--- src/rtl/int_div.sv ---
// Iterative radix-2 restoring divider for DIV/DIVU/REM/REMU.
// One quotient bit per clock; valid/ready handshake on request and response.
module int_div #(
  parameter int unsigned N = 32
) (
  input  logic         clk,
  input  logic         rst,
  input  logic         in_valid,
  output logic         in_ready,
  input  logic [N-1:0] a,
  input  logic [N-1:0] b,
  input  logic         is_signed,
  output logic         out_valid,
  input  logic         out_ready,
  output logic [N-1:0] quot,
  output logic [N-1:0] rem
);

  localparam int unsigned CW = $clog2(N) + 1;
  localparam logic [N-1:0] MIN_NEG = {1'b1, {(N-1){1'b0}}};

  typedef enum logic [1:0] {IDLE, CALC, DONE} state_t;

  state_t        state, state_next;
  logic [N-1:0]  dvd, dvs, prem;
  logic [CW-1:0] cnt;
  logic          neg_q, neg_r;

  logic          a_neg, b_neg, div_zero, special, last;
  logic [N-1:0]  abs_a, abs_b;
  logic [N:0]    shifted, diff;
  logic          borrow;
  logic [N-1:0]  nxt_quo, nxt_rem;

  assign a_neg    = is_signed & a[N-1];
  assign b_neg    = is_signed & b[N-1];
  assign abs_a    = a_neg ? -a : a;
  assign abs_b    = b_neg ? -b : b;
  assign div_zero = (b == '0);
  assign special  = div_zero || (is_signed && (a == MIN_NEG) && (b == '1));

  // prem < dvs always holds, so bit N of the (N+1)-bit difference is exactly the borrow
  assign shifted = {prem, dvd[N-1]};
  assign diff    = shifted - {1'b0, dvs};
  assign borrow  = diff[N];
  assign nxt_rem = borrow ? shifted[N-1:0] : diff[N-1:0];
  assign nxt_quo = {dvd[N-2:0], ~borrow};
  assign last    = (cnt == CW'(N - 1));

  always_ff @(posedge clk or posedge rst) begin
    if (rst) state <= IDLE;
    else     state <= state_next;
  end

  always_comb begin
    state_next = state;
    in_ready   = 1'b0;
    out_valid  = 1'b0;
    case (state)
      IDLE: begin
        in_ready = 1'b1;
        if (in_valid) state_next = special ? DONE : CALC;
      end
      CALC: begin
        if (last) state_next = DONE;
      end
      DONE: begin
        out_valid = 1'b1;
        if (out_ready) state_next = IDLE;
      end
      default: state_next = IDLE;
    endcase
  end

  always_ff @(posedge clk or posedge rst) begin
    if (rst) begin
      dvd   <= '0;
      dvs   <= '0;
      prem  <= '0;
      cnt   <= '0;
      neg_q <= 1'b0;
      neg_r <= 1'b0;
      quot  <= '0;
      rem   <= '0;
    end else begin
      case (state)
        IDLE: begin
          if (in_valid) begin
            if (special) begin
              quot <= div_zero ? '1 : a;
              rem  <= div_zero ? a : '0;
            end else begin
              dvd   <= abs_a;
              dvs   <= abs_b;
              prem  <= '0;
              cnt   <= '0;
              neg_q <= a_neg ^ b_neg;
              neg_r <= a_neg;
            end
          end
        end
        CALC: begin
          dvd  <= nxt_quo;
          prem <= nxt_rem;
          cnt  <= cnt + CW'(1);
          if (last) begin
            quot <= neg_q ? -nxt_quo : nxt_quo;
            rem  <= neg_r ? -nxt_rem : nxt_rem;
          end
        end
        default: ;
      endcase
    end
  end

endmodule

--- config.mk ---
export PLATFORM = sky130hd
export DESIGN_NAME = int_div
export DESIGN_NICKNAME = d
export VERILOG_FILES = /design/src/rtl/int_div.sv
export SDC_FILE = /design/constraint.sdc
export NUM_CORES = 1
export LEC_CHECK = 0
export ABC_AREA = 1
export CORE_AREA = 2 2 205 207
export DETAILED_ROUTE_END_ITERATION = 6
export DIE_AREA = 0 0 207 209
export PLACE_DENSITY = 0.6
export SLEW_MARGIN = 40
export SYNTH_ARGS = -nofsm -noshare
export SYNTH_HDL_FRONTEND = slang
export SYNTH_SLANG_ARGS = --single-unit
--- constraint.sdc ---
create_clock -name clk -period 7.6 [get_ports clk]
set_clock_uncertainty 0.05 [all_clocks]
set_input_delay 1.14 -clock clk [delete_from_list [all_inputs] [get_ports clk]]
set_output_delay 1.14 -clock clk [all_outputs]
set_load 0.1 [all_outputs]
# After elaboration in Yosys (flattened, before gate mapping)
# Index checks and enable logic that the tools add are counted.
# W data, S select, Z words.
[totals]
word_cells = 71
register_bits = 170
[classes]
add_sub_neg = 6
n_mux = 31
reduce_logical = 10
n_eq_ne = 10
n_bitwise = 5
[op_table]
columns = ["op", "n"]
rows = [
  ["$mux W32", 17],
  ["$pmux W32 S2", 4],
  ["$neg A32 Y32", 4],
  ["$eq A32 B32 Y1 const B", 2],
  ["$sub A33 B32 Y33", 1],
  ["$logic_not A32 Y1", 1],
  ["$mux W6", 2],
  ["$pmux W6 S2", 1],
  ["$ne A2 B2 Y1 const B", 5],
  ["$reduce_and A3 Y1", 3],
  ["$mux W2", 4],
  ["$add A6 B1 Y6 const B", 1],
  ["$eq A6 B5 Y1 const B", 1],
  ["$pmux W2 S3", 1],
  ["$reduce_and A4 Y1", 1],
  ["$and A1 B1 Y1", 2],
  ["$eq A2 B1 Y1 const B", 1],
  ["$eq A2 B2 Y1 const B", 1],
  ["$logic_and A1 B1 Y1", 2],
  ["$logic_not A2 Y1", 1],
  ["$mux W1", 2],
  ["$not A1 Y1", 2],
  ["$reduce_bool A2 Y1", 1],
  ["$logic_or A1 B1 Y1", 1],
  ["$xor A1 B1 Y1", 1],
]

# Depth between registers and ports, before layout
# Gate-level depths: netlist (run 1).
[logic_depth]
depth_word = 7
depth_mapped = 30

# Least setup slack after synthesis (run 1)
# OpenSTA, ideal clock, no wires.
[synth_timing]
kind = "register to register"
start = "register dvd[31]"
end = "register quot[30]"
arrival_time_ps = 3750
setup_slack_ps = 3723
stages_incl_launch_ff = 28
setup_ps = 78
synth_period_minus_slack_ps = 3877
path_cell_list = "dfrtp_1 -> inv_1 -> ha_1 -> inv_1 -> fa_1 -> nand2_1 -> nand2_1 -> nand3_1 -> nand2_2 -> nand2_2 -> nand2_2 -> nand2_4 -> nand3_2 -> nand2_4 -> buf_6 -> ha_1 -> inv_1 -> nor3_1 -> nand3_1 -> nor3_1 -> nand4_1 -> nor2_1 -> nand3_1 -> nor4_1 -> nor2_1 -> o21ai_0 -> nand3_1 -> a21oi_1"
[synth_via]
elab_chain_cells = 6
[synth_lines]
columns = ["element", "line", "rtl"]
rows = [
  ["start: declaration", "25", "logic [N-1:0] dvd, dvs, prem;"],
  ["start signal: assignment", "93", "dvd <= abs_a;"],
  ["start signal: assignment", "103", "dvd <= nxt_quo;"],
  ["$sub A33 B32 Y33", "44", "assign diff = shifted - {1'b0, dvs};"],
  ["$not A1 Y1", "47", "assign nxt_quo = {dvd[N-2:0], ~borrow};"],
  ["$neg A32 Y32", "107", "quot <= neg_q ? -nxt_quo : nxt_quo;"],
  ["$mux W32", "107", ""],
  ["$mux W32", "106", "if (last) begin"],
  ["$pmux W32 S2", "86", "case (state)"],
  ["end signal: assignment", "90", "quot <= div_zero ? '1 : a;"],
  ["end signal: assignment", "107", ""],
  ["end: declaration", "15", "output logic [N-1:0] quot,"],
]
# No other way between the ends. The select of a mux whose other input is x is not followed.
# A chain may end at the register's enable or synchronous reset.

# Worst setup path in the final report (run 1)
[layout_timing]
start = "register dvd[31]"
end = "register quot[22]"
# The elaborated chain is that of the path after synthesis.

==> flow_summary_export.csv, run 1 <==
group,metric,value,unit
outcome,status,"finished, final reports clean",
detailed_routing,dr.pass1.iters,5,
clock_network,insertion_delay,470,ps
floorplanning,std_cell_rows,75,
worst_setup_path,cp.arrival,5300,ps
timing,hold_viol,0,
yosys,synthTopCellsByArea,"dfrtp_1 (31%), nand2_1 (16%), inv_1 (8.5%)",
min_path,hp-class,"reg2reg",
clock_network,cts.repair.resized,0,
clock_network,cts_inserted_buffers,17,
floorplanning,die_area,43300,um2
yosys,netlist_area,13800,um2
timing,fin_crit,5000,ps
final_layout,multiInputGateArea,8040,um2
clock_network,clockBufferDepth,2,
detailed_routing,vias,14578,
yosys,synth_edf_count,0,
timing,setup_viol,0,
worst_setup_path,required,7900,ps
detailed_routing,antenna_left,0,
yosys,synth_top_cell_area_share,0.308,
final_layout,area_delta_synth_final,14.8,%
final_layout,n_fill_cell,4502,
final_layout,drive_gt1_frac,0.105,
floorplanning,coreArea,41300,um2
clock_network,tritoncts,"yes",
timing,worstMarginPinSlew,777,ps
floorplanning,start_util,0.335,
timing,rsz0062_at_grt,"false",
flow_run,drv_cap,0,
floorplanning,die_w,207,um
timing,finalCritPeriodShare,0.658,
floorplanning,io_pins,135,
detailed_routing,viasPerCell,5.20,
yosys,synthCells,2156,
floorplanning,die_h,209,um
worst_setup_path,critPathMaxFanout,24,
worst_setup_path,cp-end-kind,"flip-flop",
placed_design,io_buffers,134,
clock_network,cts_sinks,170,
min_path,hp-start,"dvs[10]",
detailed_routing,drc,0,
yosys,async_flop_share,1.00,
global_routing,overflow,0,
global_routing,grt_pass1_vias,13788,
worst_setup_path,cp-startpoint,"dvd[31]",
global_routing,grt_max_degree,107,
detailed_routing,wl,50.6,mm
timing,slew_violations,0,
timing,maxSlewHeadroom,0.477,
yosys,synth_top_area_cell,"dfrtp_1",
clock_network,htreeDepth,4,
clock_network,clk_pin_slew,80,ps
detailed_routing,first_iter_violations,1244,
final_layout,nets,2358,
yosys,avgSynthCellArea,6.41,um2
yosys,yosysUniqueCellTypes,57,
timing,tns,0,ps
final_layout,regArea,4250,um2
global_routing,grt_pass1_wl,78.6,mm
yosys,ys_ff_latch,170,
timing,max_freq,200,MHz
placed_design,dp_hpwl,39.4,mm
yosys,yosysSeqAreaShare,0.308,
final_layout,diodes,0,
clock_network,postCtsSetupBuffers,0,
yosys,synth_ff_type,"dfrtp_1",
clock_network,cts_hold_buf,0,
yosys,yosysWarningCount,0,
worst_setup_path,reg2reg_from,"dvd[31]",
clock_network,cts_root_buf,"clkbuf_16",
worst_setup_path,start_kind,"flip-flop",
yosys,synth_fp_nets,2264,
placed_design,place_congestion,0.925,
global_routing,antenna_found_initial,0,
global_routing,grtUsageTotal,0.233,
worst_setup_path,crit_type,"reg2reg",
detailed_routing,wl_per_cell,18.0,um
[routing by layer]
layer | vias to the layer above | global-route usage | wire length [um]
met5 | - | 0 | 0
met4 | 0 | 0.0948 | 1760
met3 | 94 | 0.0410 | 3530
met2 | 491 | 0.358 | 22300
met1 | 6865 | 0.323 | 23000
li1 | 7128 | - | -
[cells in the mapped netlist (all sizes together), types with 29 or more instances]
| master | number |
|---|---|
| nand2 | 647 |
| nand4 | 42 |
| a21oi | 86 |
| a31oi | 29 |
| xor2 | 38 |
| nor3 | 38 |
| nor2 | 248 |
| dfrtp | 170 |
| o21ai | 159 |
| ha | 38 |
| nand3 | 152 |
| clkbuf | 44 |
| inv | 317 |
[placed cells by master (no fill, tap or decap), types with 27 or more instances in the layout]
cell,count
a21oi_1,82
a31oi_1,29
buf_2,66
clkdlybuf4s50_1,68
dfrtp_1,170
ha_1,38
inv_1,309
nand2_1,596
nand2_2,38
nand3_1,145
nand4_1,42
nor2_1,216
nor2_2,27
nor3_1,32
o21ai_0,141
xor2_1,38
[flip-flops by register name, summed over array words and instances, names as in the netlist]
register and flops:
dvd 32, dvs 32, prem 32, quot 32, rem 32, cnt 6, state 2, neg_q 1
neg_r 1
[logic make-up (layout without fill, tap and decap cells)]
logic type / Yosys count / in the layout / synth area share
flops: 170 / 170 / 0.308
xor+xnor: 43 / 43 / 0.0272
simple gates: 1177 / 1177 / 0.379
compound gates: 335 / 335 / 0.138
fa+ha+maj: 39 / 39 / 0.0358
buf+inv: 392 / 499 / 0.112
[critical path, stage by stage (launching register included)]
cell and delay, ps:
dfrtp_1 390, inv_1 80, ha_1 140, inv_1 70
fa_1 410, nand2_1 80, nand2_1 90, nand3_1 110
nand2_2 90, nand2_2 70, nand2_2 70, nand2_4 100
nand3_2 140, nand2_4 300, ha_1 210, inv_1 50
nor3_1 190, nand3_1 180, nor3_1 280, nand4_1 240
nor2_1 200, nand3_1 140, nor4_1 620, nor2_1 180
nand3_1 110, o21ai_0 80, nor2_1 120, a21oi_1 70
[final timing paths]
| check | end | slack [ps] | cells after the start |
|---|---|---|---|
| setup / recovery | quot[22] | 2600 | 27 |
| hold / removal | dvs[10] | 430 | 2 |
| setup reg to reg | quot[22] | 2600 | 27 |
| hold reg to reg | dvs[10] | 430 | 2 |
| max in group asynchronous | dvs[15] | 5330 | 3 |
| min in group asynchronous | dvd[8] | 1120 | 2 |
[stage by stage]
step           cells   util  setup WS (ps)  hold slack [ps]  cell area [um2]
6_report        2802  0.384           2600              434            15900
4_1_cts         2802  0.384           2710              440            15900
5_1_grt         2802  0.384           1920              466            15900
3_3_place_gp    2770  0.378           2300              419            15600
3_5_place_dp    2770  0.370           2220              421            15300
2_1_floorplan   2156      -           1810              403            13800
[cell type report]
class / count / area share
multi-input combinational: 1594 / 0.507
sequential: 170 / 0.268
inverter: 320 / 0.0766
timing repair buffer: 147 / 0.0701
tap: 539 / 0.0425
clock buffer: 20 / 0.0288
clock inverter: 12 / 0.00717
Power of run 1 is left out: the tool's default activity adds up to more than one toggle a clock period on the data nets, which glitch-free logic cannot reach.
==> run 2: changes to the inputs <==
PLACE_DENSITY = 0.62   (was 0.6)
clock period = 4.2 ns   (was 7.6 ns; I/O delays follow)
==> run 2 against run 1 <==
Critical path depth unchanged. Largest cell class unchanged. Cell area increased by 4.0%. Worst hold slack better by 2.4 ps. Maximum frequency is 26% higher. Sequential cell count unchanged. Cell count is 1.7% higher. Sequential share of layout area down 1.0 points.
==> flow_summary_export.csv, run 2 (synthesis gave the netlist of run 1 again) <==
group,metric,value,unit
outcome,status,"finished, final reports clean",
global_routing,grt_pass1_wl,79.9,mm
timing,fin_crit,3970,ps
placed_design,post_dp_cell_area,15700,um2
clock_network,cts_root_buf,"clkbuf_16",
worst_setup_path,required,4550,ps
final_layout,mostFrequentLayoutCell,"nand2_1",
clock_network,cts_sinks,170,
final_layout,area_delta_synth_final,19.4,%
worst_setup_path,worstSetupEndpoint,"quot[28]",
timing,rsz0062_at_grt,"true",
worst_setup_path,cp-end-kind,"flip-flop",
detailed_routing,drc,0,
placed_design,io_buffers,134,
floorplanning,die_area,43300,um2
floorplanning,std_cell_rows,75,
placed_design,place_congestion,0.925,
worst_setup_path,cp-startpoint,"dvd[31]",
timing,slew_violations,0,
timing,maxSlewHeadroom,0.603,
worst_setup_path,slowest_delay,400,ps
final_layout,finalCoreUtilization,0.400,
detailed_routing,dr.pass1.iters,6,
worst_setup_path,cp.arrival,4320,ps
clock_network,clockBufferDepth,2,
placed_design,dp_hpwl,40.9,mm
final_layout,mostFrequentLayoutCells,"nand2_1 (594), inv_1 (303), nor2_1 (215)",
clock_network,cts_inserted_buffers,17,
timing,tns,0,ps
worst_setup_path,reg2reg_depth,27,
timing,hold_viol,0,
clock_network,htreeDepth,4,
worst_setup_path,crit_type,"reg2reg",
clock_network,tritoncts,"yes",
final_layout,fin_area,16500,um2
worst_setup_path,reg2reg_slack,230,ps
global_routing,grtUsageTotal,0.238,
floorplanning,start_util,0.335,
detailed_routing,wl_per_cell,18.2,um
global_routing,grt_max_degree,100,
floorplanning,die_h,209,um
detailed_routing,viasPerCell,5.21,
worst_setup_path,critPathMaxFanout,3,
timing,worstMarginPinSlew,595,ps
floorplanning,io_pins,135,
global_routing,grt_pass1_vias,13849,
final_layout,nets,2406,
timing,max_freq,252,MHz
clock_network,insertion_delay,470,ps
final_layout,drive_gt1_frac,0.136,
timing,finalCritPeriodShare,0.945,
timing,setup_viol,0,
global_routing,overflow,0,
detailed_routing,antenna_left,0,
worst_setup_path,crit_cells,27,
clock_network,clk_pin_slew,70,ps
detailed_routing,first_iter_violations,1542,
worst_setup_path,cpLargestDelayFamily,"simple AND/OR/NAND/NOR gates",
timing,hold_slack,436,ps
worst_setup_path,reg2reg_from,"dvd[31]",
detailed_routing,vias,14863,
min_path,hp-class,"reg2reg",
floorplanning,die_w,207,um
global_routing,antenna_found_initial,2,
worst_setup_path,crit_path_top_delay_cell,"dfrtp_1",
flow_run,drv_cap,0,
worst_setup_path,critPathBufInv,4,
worst_setup_path,start_kind,"flip-flop",
floorplanning,coreArea,41300,um2
worst_setup_path,r2r-end,"quot[28]",
detailed_routing,wl,51.9,mm
==> run 2: layout make-up <==
class                      count  area [um2]
tap                          539         674
antenna                        1        2.50
clock buffer                  19         433
timing repair buffer         195        1540
multi-input combinational   1594        8260
inverter                     320        1210
fill                        4462       24800
clock inverter                13         141
sequential                   170        4250
==> run 2: how the worst min path moves through the flow <==
stage / start / end / slack, ps / cells after the start
6_report: cnt[3] / cnt[3] / 440 / 1
5_1_grt: dvs[29] / dvs[29] / 460 / 2
4_1_cts: cnt[3] / cnt[3] / 440 / 1
3_5_place_dp: dvs[30] / dvs[30] / 430 / 2
3_3_place_gp: dvs[28] / dvs[28] / 420 / 2
2_1_floorplan: dvs[10] / dvs[10] / 400 / 2
==> run 2: through the flow <==
step                setup WS (ps)  std cells
floorplan                     323       2156
global placement             76.8       2811
detailed placement          -5.62       2812
CTS                          62.1       2844
global route                -82.7       2850
finish                        232       2851
==> run 2: worst register-to-register path: cells and delay by family (launching register included) <==
family | cells | cell delay (ps)
AND/OR/NAND/NOR | 19 | 2310
adder cells (fa/ha/maj) | 3 | 680
flip-flops | 1 | 400
buffers and inverters | 4 | 340
AO/OA/AOI/OAI | 1 | 160
==> run 2: metal layers <==
layer  vias to the layer above  share of wire  GRT usage
met5                         -        0.00052          0
met4                         4          0.037     0.0998
met3                        97          0.071     0.0386
met2                       563           0.44      0.365
met1                      6950           0.45      0.333
li1                       7249              -          -
==> run 2: what timing repair did <==
action / CTS / global route
hold buffers: 0 / 0
gates resized for setup: 1 / 41
endpoints found under the setup margin: 1 / 7
pin swaps: 0 / 17
buffers inserted: 0 / 6
Power of run 2 is left out for the same reason.
